$ cat src/rtl/halut_pkg.sv
// -----------------------------------------------------------------------------
// halut_pkg
// Shared configuration for the halut decoder array and its LUT loader.
//   DecoderUnits   number of decoder units (power of two)
//   K              prototypes per codebook
//   C              codebooks
//   DataTypeWidth  LUT word width
//   loader_state_e state encoding of the LUT loader FSM
//   sat_units      clamps a requested unit count to the available units
// -----------------------------------------------------------------------------
package halut_pkg;

    localparam int unsigned DecoderUnits  = 16;
    localparam int unsigned K             = 16;
    localparam int unsigned C             = 32;
    localparam int unsigned DataTypeWidth = 16;

    typedef enum logic {
        LoaderIdle = 1'b0,
        LoaderLoad = 1'b1
    } loader_state_e;

    // A load can never cover more than every unit once.
    function automatic int unsigned sat_units(input int unsigned count,
                                              input int unsigned units);
        return (count > units) ? units : count;
    endfunction

endpackage

$ cat src/rtl/halut_lut_loader.sv
// -----------------------------------------------------------------------------
// halut_lut_loader
// Write-side master for the halut decoder array LUT port. Takes a stream of
// LUT words and writes C*K entries into each of a contiguous, wrapping range
// of decoder units, in linear order waddr = c*K + k.
//
// Optional feature: define HALUT_LOADER_CHECKSUM_EN to add checksum_o, the
// XOR of every word accepted since the last start.
//
// Ports
//   clk_i       clock
//   rst_ni      asynchronous, active-low reset
//   start_i     begin a load (sampled only while idle)
//   abort_i     cancel the load; wins over everything else
//   m_start_i   first decoder unit, latched on start
//   m_count_i   number of units to fill, latched on start (saturates)
//   in_valid_i  LUT word valid
//   in_data_i   LUT word
//   in_ready_o  loader accepts a word this cycle
//   m_addr_o    decoder unit select
//   waddr_o     per-unit LUT address
//   wdata_o     LUT data
//   we_o        write strobe
//   busy_o      load in progress
//   done_o      one-cycle pulse when the load completes
//   state_o     current FSM state (debug)
//   checksum_o  XOR of accepted words (only with HALUT_LOADER_CHECKSUM_EN)
//
// Handshake: a word moves when in_valid_i and in_ready_o are both high at a
// rising clock edge. in_ready_o depends only on registered state, so there is
// no combinational path from in_valid_i to in_ready_o; the producer must hold
// in_valid_i and in_data_i stable until the transfer happens.
// -----------------------------------------------------------------------------
module halut_lut_loader
    import halut_pkg::*;
#(
    parameter int unsigned DecoderUnits   = halut_pkg::DecoderUnits,
    parameter int unsigned K              = halut_pkg::K,
    parameter int unsigned C              = halut_pkg::C,
    parameter int unsigned DataTypeWidth  = halut_pkg::DataTypeWidth,
    parameter int unsigned TotalAddrWidth = $clog2(C * K),
    parameter int unsigned DecAddrWidth   = $clog2(DecoderUnits)
) (
    input  logic                      clk_i,
    input  logic                      rst_ni,
    input  logic                      start_i,
    input  logic                      abort_i,
    input  logic [DecAddrWidth-1:0]   m_start_i,
    input  logic [DecAddrWidth:0]     m_count_i,
    input  logic                      in_valid_i,
    input  logic [DataTypeWidth-1:0]  in_data_i,
    output logic                      in_ready_o,
    output logic [DecAddrWidth-1:0]   m_addr_o,
    output logic [TotalAddrWidth-1:0] waddr_o,
    output logic [DataTypeWidth-1:0]  wdata_o,
    output logic                      we_o,
    output logic                      busy_o,
    output logic                      done_o,
`ifdef HALUT_LOADER_CHECKSUM_EN
    output logic [DataTypeWidth-1:0]  checksum_o,
`endif
    output loader_state_e             state_o
);

    localparam logic [0:0] StIdle = 1'b0;
    localparam logic [0:0] StLoad = 1'b1;

    localparam int unsigned CountWidth = DecAddrWidth + 1;
    localparam int unsigned Entries    = C * K;

    localparam logic [TotalAddrWidth-1:0] LastEntry = TotalAddrWidth'(Entries - 1);
    localparam logic [CountWidth-1:0]     MaxUnits  = CountWidth'(DecoderUnits);

    logic [0:0]                state;
    logic [DecAddrWidth-1:0]   m_cnt;
    logic [TotalAddrWidth-1:0] waddr_cnt;
    logic [CountWidth-1:0]     units_left;

    logic [DecAddrWidth-1:0]   m_addr_q;
    logic [TotalAddrWidth-1:0] waddr_q;
    logic [DataTypeWidth-1:0]  wdata_q;
    logic                      we_q;
    logic                      done_q;

    logic                      ready;
    logic                      start_go;
    logic                      accept;
    logic                      last_entry;
    logic                      last_unit;
    logic [CountWidth-1:0]     count_sat;

    // ------------------------------------------------------------------
    // Control decode
    // ------------------------------------------------------------------
    assign ready      = (state == StLoad);
    // Abort suppresses both a new start and an in-flight transfer.
    assign start_go   = (state == StIdle) && start_i && !abort_i;
    assign accept     = ready && in_valid_i && !abort_i;
    assign last_entry = (waddr_cnt == LastEntry);
    assign last_unit  = (units_left == CountWidth'(1));

    always_comb begin
        count_sat = m_count_i;
        if (m_count_i > MaxUnits) begin
            count_sat = CountWidth'(sat_units(int'(m_count_i), DecoderUnits));
        end
    end

    // ------------------------------------------------------------------
    // FSM and address counters
    // ------------------------------------------------------------------
    always_ff @(posedge clk_i or negedge rst_ni) begin
        if (!rst_ni) begin
            state      <= StIdle;
            m_cnt      <= '0;
            waddr_cnt  <= '0;
            units_left <= '0;
        end else if (abort_i) begin
            state <= StIdle;
        end else begin
            case (state)
                StIdle: begin
                    if (start_go) begin
                        m_cnt      <= m_start_i;
                        waddr_cnt  <= '0;
                        units_left <= count_sat;
                        // A zero-unit load completes immediately from idle.
                        if (count_sat != '0) begin
                            state <= StLoad;
                        end
                    end
                end
                StLoad: begin
                    if (accept) begin
                        if (last_entry) begin
                            waddr_cnt  <= '0;
                            // Unit select wraps modulo DecoderUnits by width.
                            m_cnt      <= m_cnt + DecAddrWidth'(1);
                            units_left <= units_left - CountWidth'(1);
                            if (last_unit) begin
                                state <= StIdle;
                            end
                        end else begin
                            waddr_cnt <= waddr_cnt + TotalAddrWidth'(1);
                        end
                    end
                end
                default: state <= StIdle;
            endcase
        end
    end

    // ------------------------------------------------------------------
    // Write port and completion pulse (registered, one cycle after the
    // handshake). Address/data hold their last value while we_o is low.
    // ------------------------------------------------------------------
    always_ff @(posedge clk_i or negedge rst_ni) begin
        if (!rst_ni) begin
            m_addr_q <= '0;
            waddr_q  <= '0;
            wdata_q  <= '0;
            we_q     <= 1'b0;
            done_q   <= 1'b0;
        end else begin
            we_q   <= 1'b0;
            done_q <= 1'b0;
            if (accept) begin
                we_q     <= 1'b1;
                m_addr_q <= m_cnt;
                waddr_q  <= waddr_cnt;
                wdata_q  <= in_data_i;
                // done_o lines up with the final write strobe.
                if (last_entry && last_unit) begin
                    done_q <= 1'b1;
                end
            end else if (start_go && (count_sat == '0)) begin
                done_q <= 1'b1;
            end
        end
    end

`ifdef HALUT_LOADER_CHECKSUM_EN
    // ------------------------------------------------------------------
    // Running XOR of accepted words; the value seen with done_o covers the
    // whole load and is held until the next start.
    // ------------------------------------------------------------------
    logic [DataTypeWidth-1:0] checksum_q;

    always_ff @(posedge clk_i or negedge rst_ni) begin
        if (!rst_ni) begin
            checksum_q <= '0;
        end else if (start_go) begin
            checksum_q <= '0;
        end else if (accept) begin
            checksum_q <= checksum_q ^ in_data_i;
        end
    end

    assign checksum_o = checksum_q;
`endif

    // ------------------------------------------------------------------
    // Outputs
    // ------------------------------------------------------------------
    assign in_ready_o = ready;
    assign busy_o     = ready;
    assign m_addr_o   = m_addr_q;
    assign waddr_o    = waddr_q;
    assign wdata_o    = wdata_q;
    assign we_o       = we_q;
    assign done_o     = done_q;
    assign state_o    = (state == StLoad) ? LoaderLoad : LoaderIdle;

endmodule

$ cat config.mk
export PLATFORM = sky130hd
export DESIGN_NAME = halut_lut_loader
export DESIGN_NICKNAME = d
export VERILOG_FILES = /design/src/rtl/halut_pkg.sv /design/src/rtl/halut_lut_loader.sv
export SDC_FILE = /design/constraint.sdc
export NUM_CORES = 1
export LEC_CHECK = 0
export CAP_MARGIN = 20
export CORE_MARGIN = 5
export CORE_UTILIZATION = 52
export DETAILED_ROUTE_END_ITERATION = 8
export HOLD_SLACK_MARGIN = 0.05
export PLACE_DENSITY = 0.85
export SYNTH_ARGS = -nofsm -noshare
export SYNTH_HDL_FRONTEND = slang
export SYNTH_SLANG_ARGS = --single-unit
$ cat constraint.sdc
create_clock -name clk_i -period 3.2 [get_ports clk_i]
set_input_delay 0.48 -clock clk_i [delete_from_list [all_inputs] [get_ports clk_i]]
set_output_delay 0.48 -clock clk_i [all_outputs]
set_load 0.02 [all_outputs]
# == Word level (Yosys, flattened, before mapping) ==
# Index checks and enable logic that the tools add are counted.
# word_totals
reg_bits,50
output_inout_bits,34
# op_classes
add_sub_neg,3
order_cmp,2
n_eq_ne,5
mux,26
bitwise_logic,2
reduce_logical,11
# op_table
op,n
$mux W9,3
$mux W5,5
$pmux W9 S2,1
$mux W4,3
$mux W1,11
$gt A5 B5 Y1 const B,2
$pmux W5 S2,1
$add A9 B1 Y9 const B,1
$eq A9 B9 Y1 const B,1
$pmux W4 S2,1
$logic_and A1 B1 Y1,6
$eq A5 B1 Y1 const B,1
$logic_not A5 Y1,1
$reduce_bool A5 Y1,1
$sub A5 B1 Y5 const B,1
$add A4 B1 Y4 const B,1
$ne A2 B1 Y1 const B,2
$reduce_and A4 Y1,1
$reduce_and A3 Y1,1
$ne A2 B2 Y1 const B,1
$not A1 Y1,2
$pmux W1 S2,1
$logic_not A1 Y1,1

# == Logic depth before layout (Yosys ltp) ==
# depth
depth_word,8
ltp_mapped,8
depth_no_buf,7

# == Least setup slack after synthesis ==
# Ideal clock, no wire load.
# synth_path
path_type,register to register
startpoint,register waddr_cnt[0]
endpoint,register units_left[3]
setup_ns,0.124
arrival_time_ns,1.615
path_slack_ns,1.461
path_stages_with_launch,9
synth_period_minus_slack_ns,1.739
cell_sequence,dfrtp_1 -> ha_1 -> nand3_1 -> nor2_1 -> ha_1 -> nand4b_1 -> buf_2 -> o31ai_1 -> a211o_1
# synth_via
elab_chain_cells,3
# synth_rtl
element,line_no,text
start: declaration,halut_lut_loader.sv:76,logic [TotalAddrWidth-1:0] waddr_cnt;
start signal: assignment,halut_lut_loader.sv:144,waddr_cnt <= waddr_cnt + TotalAddrWidth'(1);
$eq A9 B9 Y1,halut_lut_loader.sv:99,assign last_entry = (waddr_cnt == LastEntry);
$ne A2 B1 Y1 (no source line),--,
$reduce_and A4 Y1 (no source line),--,
end signal: assignment,halut_lut_loader.sv:126,units_left <= count_sat;
end signal: assignment,halut_lut_loader.sv:139,units_left <= units_left - CountWidth'(1);
end: declaration,halut_lut_loader.sv:77,logic [CountWidth-1:0] units_left;
# No other way between the ends.
# A chain may end at the register's enable or synchronous reset.

# == Final worst setup path ==
# layout_path
startpoint,"register state, in the netlist busy_o"
endpoint,output busy_o
# layout_rtl
element,line_no,text
start: declaration,halut_lut_loader.sv:74,logic [0:0] state;
start signal: assignment,halut_lut_loader.sv:114,state <= StIdle;
start signal: assignment,halut_lut_loader.sv:119,state <= StIdle;
start signal: assignment,halut_lut_loader.sv:129,state <= StLoad;
end: declaration,halut_lut_loader.sv:57,"output logic busy_o,"
# No word-level cell between the ends.

==> qor.csv <==
metric,value,unit
p_leak,1.345,nW
wirelength,5021,µm
crit_path_max_incr_delay,0.84,ns
grt_util_met2,28.11,%
globalplace.congestion,0.8097,
pwr-share-clk,25.7,%
syn_inst,197,
critical-path-top-delay-family,flip-flops,
finalSetupViolCount,0,
switching_share,29.01,%
hp-class,flop to flop,
clk_pin_slew_worst_paths,0.09,ns
synth_nets,232,
p_switching,0.5000,mW
grt_max_degree,51,
tightest_slew,0.9724,ns
ant_nets,0,
p_int,1.223,mW
cts_buffer_depth,2,
dieWidth,77.47,µm
crit_start,busy_o,
track_usage,16.89,%
power.density,547.9,mW/mm²
crit_path_end,busy_o,
critical_path.slowest_cell,dfrtp_1,
outcome,completed,
ys_seq_area_share,52.85,%
hold_viol_final,0,
r2r-end,units_left[4],
grt_pass1_vias,1774,
core_area,0.004384,mm²
drt_iter0_drc,145,
cts_buffers,5,
ctsResizeCount,0,
reg2regPathDepth,7,
power_frac_comb,27.7,%
drc,0,
r2r_slack,0.88,ns
die_y,77.47,µm
drive_above_1_share,18.32,%
max-vdd-ir-drop,0.0003391,V
layout_common_cells,"clkdlybuf4s50_1, dfrtp_1, mux2_2",
grt_pass1_wl,8362,µm
final.setup_skew,0.01041,ns
hold_ws,0.5059,ns
hpwl,3664,µm
total_power,1.723,mW
fp-row-count,24,
cp-end-kind,primary output,
crit_buf_inv,1,
avgRoutedWirePerCell,15.99,µm
slew_headroom,33.32,%
period_share,74.17,%
dr_total_vias,1809,
path_max_fanout,22,
ys_types,44,
worstSkewPairLatency,0.30,ns
clock_sinks,50,
crit_cells,1,
maxCapViolCount,0,
tns,0,ns
crit_chain,clkdlybuf4s50_1,
synth_top_area_share,52.85,%
yosys_most_used_dff,dfrtp_1,
diodes,0,
crit_required,2.72,ns
synth_area_leader_cell,dfrtp_1,
top_level_ports,64,
cts_max_level,2,
ys_warn_count,0,
grt_setup_unrepaired,false,
r2r-start,waddr_cnt[0],
drv_slew,0,
p_seq_share,46.6,%
first_pass_iters,4,
initial_core_util,54.00,%
fmax,421.3,MHz
vias_per_cell,5.761,
cts_tree,done,
antenna_found_initial,0,
startpoint_type,flop,
dieArea,0.006002,mm²
fin_crit,2.373,ns
crit_type,flop to primary output,
async_flop_share,100.0,%
syn_avg_cell_area,12.02,µm²
area_growth,32.88,%
grt.busiest_layer,met2,
grtUsageMet3,4.051,%
gr-usage-met1,22.04,%
synth_area_leaders,"dfrtp_1, mux2_2, ha_1",
cts_root_buffer,clkbuf_8,
yosys_register_bits,50,
synth_edf_count,0,
critPathArrivalTime,1.89,ns
final_common_cell,clkdlybuf4s50_1,
nNetsFinal,296,
netlist_area,0.002367,mm²
io_buffers,63,
grt-ovfl-total,0,
## Yosys cell counts (all sizes together), types with 4 or more instances
cell type	number
a221oi	4
inv	10
a21oi	9
ha	5
mux2	27
nor2	4
dfrtp	50
nand2	8
buf	10
o21ai	12
nor3b	4
nand3	7
o31ai	4
## worst register-to-register path: stages (launching register included)
cell and delay, ns:
dfrtp_1 0.41, ha_1 0.23, nand3_1 0.09, nor2_1 0.10, ha_1 0.26, nand4b_1 0.49, o32a_1 0.53, o21a_1 0.11
## registers in the layout (all words and copies together) (netlist names)
register / flops
wdata_o: 16
waddr_cnt: 9
waddr_o: 9
units_left: 5
m_addr_o: 4
m_cnt: 4
busy_o: 1
done_o: 1
we_o: 1
## how the worst min path moves through the flow
stage	start	to	depth (start not counted)
floorplan	rst_ni	busy_o	0
global placement	m_addr_o[3]	m_addr_o[3]	2
detailed placement	m_addr_o[3]	m_addr_o[3]	2
CTS	rst_ni	m_cnt[2]	1
global route	waddr_o[4]	waddr_o[4]	1
finish	m_addr_o[3]	m_addr_o[3]	2
## per-stage QoR
step	cell area, µm²	util, %	setup slack (ns)	std cells
2_1_floorplan	2367	-	1.461	197
3_3_place_gp	3003	68.49	0.8941	304
3_5_place_dp	3003	68.49	0.8297	304
4_1_cts	3115	71.06	0.8101	312
5_1_grt	3146	71.75	0.7128	314
6_report	3146	71.75	0.8267	314
## layer usage
metal,vias up,routed length [µm]
met5,-,0
li1,853,-
met3,10,288
met4,0,86
met2,50,2508
met1,896,2137
## power by group through the flow
| stage | logic (mW) | clock network [mW] | registers [mW] |
|---|---|---|---|
| global placement | 0.468 | 0 | 0.808 |
| floorplan | 0.169 | 0 | 0.889 |
| global route | 0.512 | 0.476 | 0.821 |
| finish | 0.478 | 0.443 | 0.803 |
| CTS | 0.481 | 0.454 | 0.803 |
| detailed placement | 0.479 | 0 | 0.815 |
## final cells by class
cell class	instances	area [µm²]
Multi-Input combinational cell	126	1001
Inverter	10	37.54
Fill cell	348	1239
Sequential cell	50	1251
Timing Repair Buffer	68	678.2
Tap cell	52	65.06
Clock inverter	3	43.79
Clock buffer	5	68.82
## repair_timing
item | in CTS | in global routing
setup buffers | 0 | 0
hold buffers | 0 | 1
hold endpoints to repair | 0 | 7
## cells by family after synthesis
| kind of cell | Yosys count | share of synthesized area, % |
|---|---|---|
| adders and majority gates | 5 | 2.643 |
| DFF | 50 | 52.85 |
| and+or+nand+nor | 51 | 13.27 |
| buffers and inverters | 21 | 4.862 |
| AOI/OAI and AO/OA | 40 | 12.26 |
| muxes | 30 | 14.11 |
No activity file was read; power rests on OpenSTA's default activity.
